===== src/rtl/draftname_pkg.sv =====
// Shared types and frame constants for the draftname UART transmitter.
// The PARITY state is only reachable when DRAFTNAME_TX_PARITY_EN is defined.
package draftname_pkg;

  typedef enum logic [2:0] {
    IDLE   = 3'd0,
    START  = 3'd1,
    DATA   = 3'd2,
    PARITY = 3'd3,
    STOP   = 3'd4
  } tx_state_t;

  localparam int   DATA_BITS = 8;
  localparam int   STOP_BITS = 1;
  localparam logic LINE_IDLE = 1'b1;

endpackage


===== src/rtl/draftname_baud_gen.sv =====
// Bit-time counter: counts 0..CLKS_PER_BIT-1 while enabled and flags the
// last cycle of each bit-time with a one-cycle bit_done pulse.
module draftname_baud_gen #(
  parameter int CLKS_PER_BIT = 16,
  parameter int CNT_W        = $clog2(CLKS_PER_BIT)
) (
  input  logic clk,
  input  logic rst_n,
  input  logic clear,
  input  logic en,
  output logic bit_done
);

  logic [CNT_W-1:0] cnt;

  assign bit_done = en && (cnt == CNT_W'(CLKS_PER_BIT - 1));

  always_ff @(posedge clk) begin
    if (!rst_n || clear) begin
      cnt <= '0;
    end else if (en) begin
      cnt <= bit_done ? '0 : cnt + CNT_W'(1);
    end
  end

endmodule


===== src/rtl/draftname_uart_tx.sv =====
// UART transmitter: one byte per valid/ready handshake, sent LSB-first as 8N1,
// or 8E1 when DRAFTNAME_TX_PARITY_EN is defined. All outputs are registered.
module draftname_uart_tx
  import draftname_pkg::*;
#(
  parameter int CLKS_PER_BIT = 16,
  parameter int CNT_W        = $clog2(CLKS_PER_BIT)
) (
  input  logic       clk,
  input  logic       rst_n,
  input  logic [7:0] tx_data,
  input  logic       tx_valid,
  output logic       tx_ready,
  output logic       tx_out,
  output logic       busy
);

  tx_state_t  state, state_next;
  logic [7:0] shreg, shreg_next;
  logic [2:0] bit_idx;
  logic       bit_done;
  logic       hs;
  logic       tx_out_d, tx_ready_d, busy_d;
`ifdef DRAFTNAME_TX_PARITY_EN
  logic       parity_bit;
`endif

  assign hs = tx_valid && tx_ready;

  draftname_baud_gen #(
    .CLKS_PER_BIT(CLKS_PER_BIT),
    .CNT_W       (CNT_W)
  ) u_baud_gen (
    .clk     (clk),
    .rst_n   (rst_n),
    .clear   (hs),
    .en      (state != IDLE),
    .bit_done(bit_done)
  );

  always_ff @(posedge clk) begin
    if (!rst_n) begin
      state   <= IDLE;
      bit_idx <= '0;
    end else begin
      state <= state_next;
      if (hs) begin
        bit_idx <= '0;
      end else if (state == DATA && bit_done) begin
        bit_idx <= bit_idx + 3'd1;
      end
    end
  end

  always_comb begin
    state_next = state;
    case (state)
      IDLE:   if (hs) state_next = START;
      START:  if (bit_done) state_next = DATA;
      DATA: begin
        if (bit_done && bit_idx == 3'(DATA_BITS - 1)) begin
`ifdef DRAFTNAME_TX_PARITY_EN
          state_next = PARITY;
`else
          state_next = STOP;
`endif
        end
      end
`ifdef DRAFTNAME_TX_PARITY_EN
      PARITY: if (bit_done) state_next = STOP;
`endif
      STOP:   if (bit_done) state_next = IDLE;
      default: state_next = IDLE;
    endcase
  end

  // Shift register is data only: loaded on handshake, never reset.
  always_comb begin
    shreg_next = shreg;
    if (hs) begin
      shreg_next = tx_data;
    end else if (state == DATA && bit_done) begin
      shreg_next = {1'b0, shreg[7:1]};
    end
  end

  always_ff @(posedge clk) begin
    shreg <= shreg_next;
`ifdef DRAFTNAME_TX_PARITY_EN
    if (hs) begin
      parity_bit <= ^tx_data;
    end
`endif
  end

  // Outputs are computed from next-state values so the registers line up
  // with the state they describe.
  always_comb begin
    tx_out_d   = LINE_IDLE;
    tx_ready_d = (state_next == IDLE);
    busy_d     = (state_next != IDLE);
    case (state_next)
      START:  tx_out_d = 1'b0;
      DATA:   tx_out_d = shreg_next[0];
`ifdef DRAFTNAME_TX_PARITY_EN
      PARITY: tx_out_d = parity_bit;
`endif
      default: tx_out_d = LINE_IDLE;
    endcase
  end

  always_ff @(posedge clk) begin
    if (!rst_n) begin
      tx_out   <= LINE_IDLE;
      tx_ready <= 1'b1;
      busy     <= 1'b0;
    end else begin
      tx_out   <= tx_out_d;
      tx_ready <= tx_ready_d;
      busy     <= busy_d;
    end
  end

endmodule


===== config.mk =====
export PLATFORM = sky130hd
export DESIGN_NAME = draftname_uart_tx
export DESIGN_NICKNAME = d
export VERILOG_FILES = /design/src/rtl/draftname_pkg.sv /design/src/rtl/draftname_baud_gen.sv /design/src/rtl/draftname_uart_tx.sv
export SDC_FILE = /design/constraint.sdc
export NUM_CORES = 1
export LEC_CHECK = 0
export ABC_AREA = 1
export CORE_ASPECT_RATIO = 1.1
export CORE_MARGIN = 2
export CORE_UTILIZATION = 40
export DETAILED_ROUTE_END_ITERATION = 16
export GPL_ROUTABILITY_DRIVEN = 0
export GPL_TIMING_DRIVEN = 0
export PLACE_DENSITY_LB_ADDON = 0.12
export SLEW_MARGIN = 20
export SYNTH_ARGS = -nofsm -noshare
export SYNTH_HDL_FRONTEND = slang
export SYNTH_HIERARCHICAL = 1
export SYNTH_SLANG_ARGS = --single-unit

===== constraint.sdc =====
create_clock -name clk -period 4.6 [get_ports clk]
set_input_delay 1.15 -clock clk [delete_from_list [all_inputs] [get_ports clk]]
set_output_delay 1.15 -clock clk [all_outputs]
set_load 0.01 [all_outputs]

After elaboration in Yosys (flattened, before gate mapping). Cells that the tools add are included.

Flip-flop bits (word level): 21. Input port bits: 11. ROM bits: 0. Logic and storage cells: 39. Bits in writable memories: 0. Memories: 0. Output and inout port bits: 3. Bits in latches: 0.

Bitwise logic cells: 1. Reductions and logical operators: 12. Multiplexer cells: 9. Multiply operators: 0. Shift-type cells: 0. $add $sub $neg: 2. Order comparisons: 0. Divide/modulo/power cells: 0. Equal/unequal tests: 7.

Operator list (count): 2-to-1 mux 8 bit (2); 2-to-1 mux 3 bit (4); case mux 3 bit (4 select lines) (1); equality test 3 x 1 -> 1 bit (second input constant) (2); equality test 3 x 2 -> 1 bit (second input constant) (2); equality test 3 bit (second input constant) (2); zero test 3 bit (2); nonzero test 3 bit (2); adder 4 x 1 -> 4 bit (second input constant) (1); equality test 4 bit (second input constant) (1); logical AND 1 bit (4); 2-to-1 mux 4 bit (1); adder 3 x 1 -> 3 bit (second input constant) (1); case mux 1 bit (2 select lines) (1); nonzero test 2 bit (1); OR reduction 2 bit (1); zero test 1 bit (1); logical OR 1 bit (1); NOT 1 bit (1).

Depth between registers and ports, before layout.
Depth after elaboration: 7. Gate-level depth with buffers: 12. Depth with buffers taken out: 10.

Cells and area by module. The synthesis kept the hierarchy.

Modules (own cells, without submodules): draftname_uart_tx (seq. area each 410.4 um2, cells each 89, area an instance 772.0 um2, times used 1); draftname_baud_gen (seq. area each 80.1 um2, cells each 30, area an instance 200.2 um2, times used 1).

Worst setup path before layout. No wires, ideal clock.

Path kind: input-to-reg. Start: in tx_valid. End: reg shreg[1], enable pin. Setup time: 323 ps. Path slack: 2700 ps. Path buffers: 1. Data arrival time: 1577 ps. Cell stages on the path: 3. Data required time: 4277 ps. Path through: nand2_1 > buf_2 > nand2_1.

Cells in the longest elaborated chain, start to end: 2.

Ends and longest elaborated chain: start: declaration (line draftname_uart_tx.sv:12) `input logic tx_valid,`; logical AND 1 bit (line draftname_uart_tx.sv:28) `assign hs = tx_valid && tx_ready;`; nonzero test 2 bit (no line); end signal: assignment (line draftname_uart_tx.sv:88) `shreg <= shreg_next;`; end: declaration (line draftname_uart_tx.sv:19) `logic [7:0] shreg, shreg_next;`.

Every way passes these cells. A chain may end at the register's enable or synchronous reset.

Worst setup path in the final report.
Start: reg tx_ready. End: out tx_ready.

RTL lines: start: declaration (line draftname_uart_tx.sv:13) `output logic tx_ready,`; start signal: assignment (line draftname_uart_tx.sv:119) `tx_ready <= tx_ready_d;`.

No word-level cell between the ends.

==> results.py <==
metrics = {
    "worst_setup_path": {
        "worst-setup-path-type": "flop to output port",
        "timing.critical_path.from_type": "flop",
        "cp_num_buf_inv": 1,
        "critical_path_peak_fanout": 2,
        "critical-path-max-stage-delay_ns": 0.54,
        "required_ns": 3.45,
        "timing.critical_path.to_type": "output port",
        "timing.critical_path.arrival_ns": 1.19,
        "crit_chain": "clkdlybuf4s50_1",
        "largest_delay_share_family_worst_path": "buffers and inverters",
        "slowest_stage_cell_on_the_critical_path": "clkdlybuf4s50_1",
    },
    "floorplan": {
        "die-height_um": 55.7,
        "design.portCount": 14,
        "start_util_pct": 42.7,
        "die_extent_in_x_um": 51.0,
        "placeableCoreArea_um2": 2270,
        "dieArea_um2": 2840,
        "row_count": 18,
    },
    "place": {
        "buffer_ports.inserted": 13,
        "hpwlAfterDp_um": 1350,
        "numPlacedInstances": 162,
    },
    "power": {
        "fin_total_pwr_mw": 0.343,
        "switching_share_pct": 24.7,
        "p_int_mw": 0.258,
        "peakVddDrop_mv": 0.172,
        "switching_power_mw": 0.0847,
        "clock_power_share_pct": 25.8,
        "pwr-share-comb_pct": 13.3,
        "power.leakage_nw": 0.498,
        "powerDensity_nw_per_um2": 294,
        "power_frac_seq_pct": 60.9,
    },
    "logic_synthesis": {
        "synth_area_um2": 972,
        "synth-seq-cells": 21,
        "postSynthAreaPerCell_um2": 8.17,
        "synth.area.top_cells": "dfxtp_1, edfxtp_1, nand2_1, inv_1, ha_1",
        "synth.largest_area_cell": "dfxtp_1",
        "synth_top_area_share_pct": 28.8,
        "synth-edff-count": 7,
        "synthArstFlopShare_pct": 0,
        "synth.top_cells.by_count": "nand2_1, dfxtp_1, inv_1",
        "synth.yosys.seq_area_share_pct": 50.5,
        "ys.warnings.count": 6,
        "syn-num-nets": 133,
        "synthMostInstantiatedCell": "nand2_1",
        "synth_top_flop_cell": "dfxtp_1",
        "synthDistinctLibCells": 22,
        "post_synth_inst_count": 119,
    },
    "min_path": {
        "worstHoldPathType": "flop to flop",
    },
    "sta": {
        "slew_margin_rel_pct": 79.3,
        "final.min_clock_period_ns": 2.34,
        "report.final.hold_viol_count": 0,
        "setup_viol": 0,
        "largest_clock_skew_in_the_final_design_ns": 0.00415,
        "finalMaxSlewViolations": 0,
        "rsz0062_at_grt": "false",
        "period_share_pct": 50.9,
        "max_freq_mhz": 427,
        "fin_tns_setup_ns": 0,
        "worstMarginPinSlew_ns": 0.309,
    },
    "clock_tree": {
        "clock_tree.htree_level_count": 1,
        "post-cts-setup-buffers": 0,
        "gates_resized_cts_repair": 0,
        "clockBufferDepth": 2,
        "cts-buffers-inserted": 3,
        "cts_tree": "built",
        "numClockSinks": 21,
        "clock_slew_seen_by_the_registers_of_the_worst_setup_and_hold_paths_ns": 0.12,
        "cts-root-buf": "clkbuf_4",
        "clk-insertion-delay-late_ns": 0.31,
        "cts_hold_buf": 0,
    },
    "global_routing": {
        "via_count_of_the_first_global_routing_pass": 761,
        "grt_first_pass_wirelength_um": 3150,
        "grt-ovfl-total": 0,
        "antenna_found_initial": 0,
        "grt_max_degree": 13,
        "track_usage_pct": 14.7,
    },
    "detailed_routing": {
        "first_pass_iters": 4,
        "drt_iter0_markers": 5,
        "antenna_left": 0,
        "routed_wl_um": 1790,
        "total_via_count_in_the_routed_design": 796,
        "via_density_per_instance": 4.80,
        "detail_route.wl_per_cell_um": 10.8,
        "drc": 0,
    },
    "cells_and_area": {
        "syn_to_final_growth_pct": 20.1,
        "multi_input_area_um2": 405,
        "num-nets-final": 151,
        "fin_cells": 166,
        "seq_area_um2": 490,
        "antennaDiodeCount": 0,
        "filler_cell_count": 229,
        "layout-drive-gt1-share_pct": 11.8,
    },
    "job": {
        "max_cap_viol_count": 0,
    },
    "status": {
        "status": "finished clean",
    },
}
layer usage:
layer | vias up | GRT usage (%) | part of all wire (%)
li1 | 420 | - | -
met1 | 359 | 18.0 | 49
met2 | 13 | 22.8 | 45
met3 | 4 | 3.49 | 3.6
met4 | 0 | 9.27 | 2.2
met5 | - | 0 | 0
power by group through the flow:
| stage | combinational [mW] | clock (mW) | sequential [mW] |
|---|---|---|---|
| floorplan | 0.0245 | 0 | 0.213 |
| global placement | 0.0454 | 0 | 0.213 |
| detailed placement | 0.0460 | 0 | 0.213 |
| CTS | 0.0464 | 0.0945 | 0.209 |
| global route | 0.0520 | 0.101 | 0.210 |
| finish | 0.0457 | 0.0885 | 0.209 |
sequential cells by signal, summed over array words and instances, names as in the netlist:
signal	count
state	3
busy	1
tx_ready	1
tx_out	1
bit_idx	3
u_baud_gen/cnt	4
shreg	8
final timing paths:
| path | from | to | slack (ns) | depth (start not counted) |
|---|---|---|---|---|
| worst max register to register | state[0] | shreg[4] | 2.65 | 8 |
| worst min-delay path | bit_idx[2] | bit_idx[2] | 0.47 | 2 |
| worst max-delay path | tx_ready | tx_ready | 2.26 | 1 |
| worst min register to register | bit_idx[2] | bit_idx[2] | 0.47 | 2 |
cells in the final DEF (no fill, tap or decap):
cell              n
nand2_1          36
dfxtp_1          14
clkdlybuf4s50_1  13
inv_1            11
nor2_1            8
o21ai_0           7
edfxtp_1          7
nand3_1           6
o21ai_1           5
a21oi_1           5
nand4_1           3
ha_1              3
clkbuf_4          3
buf_4             2
nand3_2           2
nor2_2            2
inv_2             1
buf_2             1
nor2_4            1
buf_6             1
or2_2             1
and2_1            1
or2_0             1
clkinv_2          1
nand2_2           1
cell type report:
type,count,area share [%]
sequential,21,42.0
inverter,12,3.86
clock buffer,3,1.93
multi-input combinational,82,34.7
clock inverter,1,0.429
buffer,4,2.68
tap,30,3.22
timing repair buffer,13,11.1
cell families after synthesis:
family	share of synthesized area, %
compound gates	8.75
buf+inv	7.85
fa+ha+maj	3.86
flops	50.5
simple gates	29.1
stage by stage:
stage	worst slack [ns]	util, %	hold slack, ns	instance area [um^2]
4_1_cts	2.23	51.3	0.477	1170
3_5_place_dp	2.09	50.1	0.458	1140
2_1_floorplan	2.70	-	0.442	972
6_report	2.26	51.3	0.475	1170
3_3_place_gp	2.09	50.1	0.453	1140
5_1_grt	2.21	51.3	0.495	1170
No activity file was read; power rests on OpenSTA's default activity.
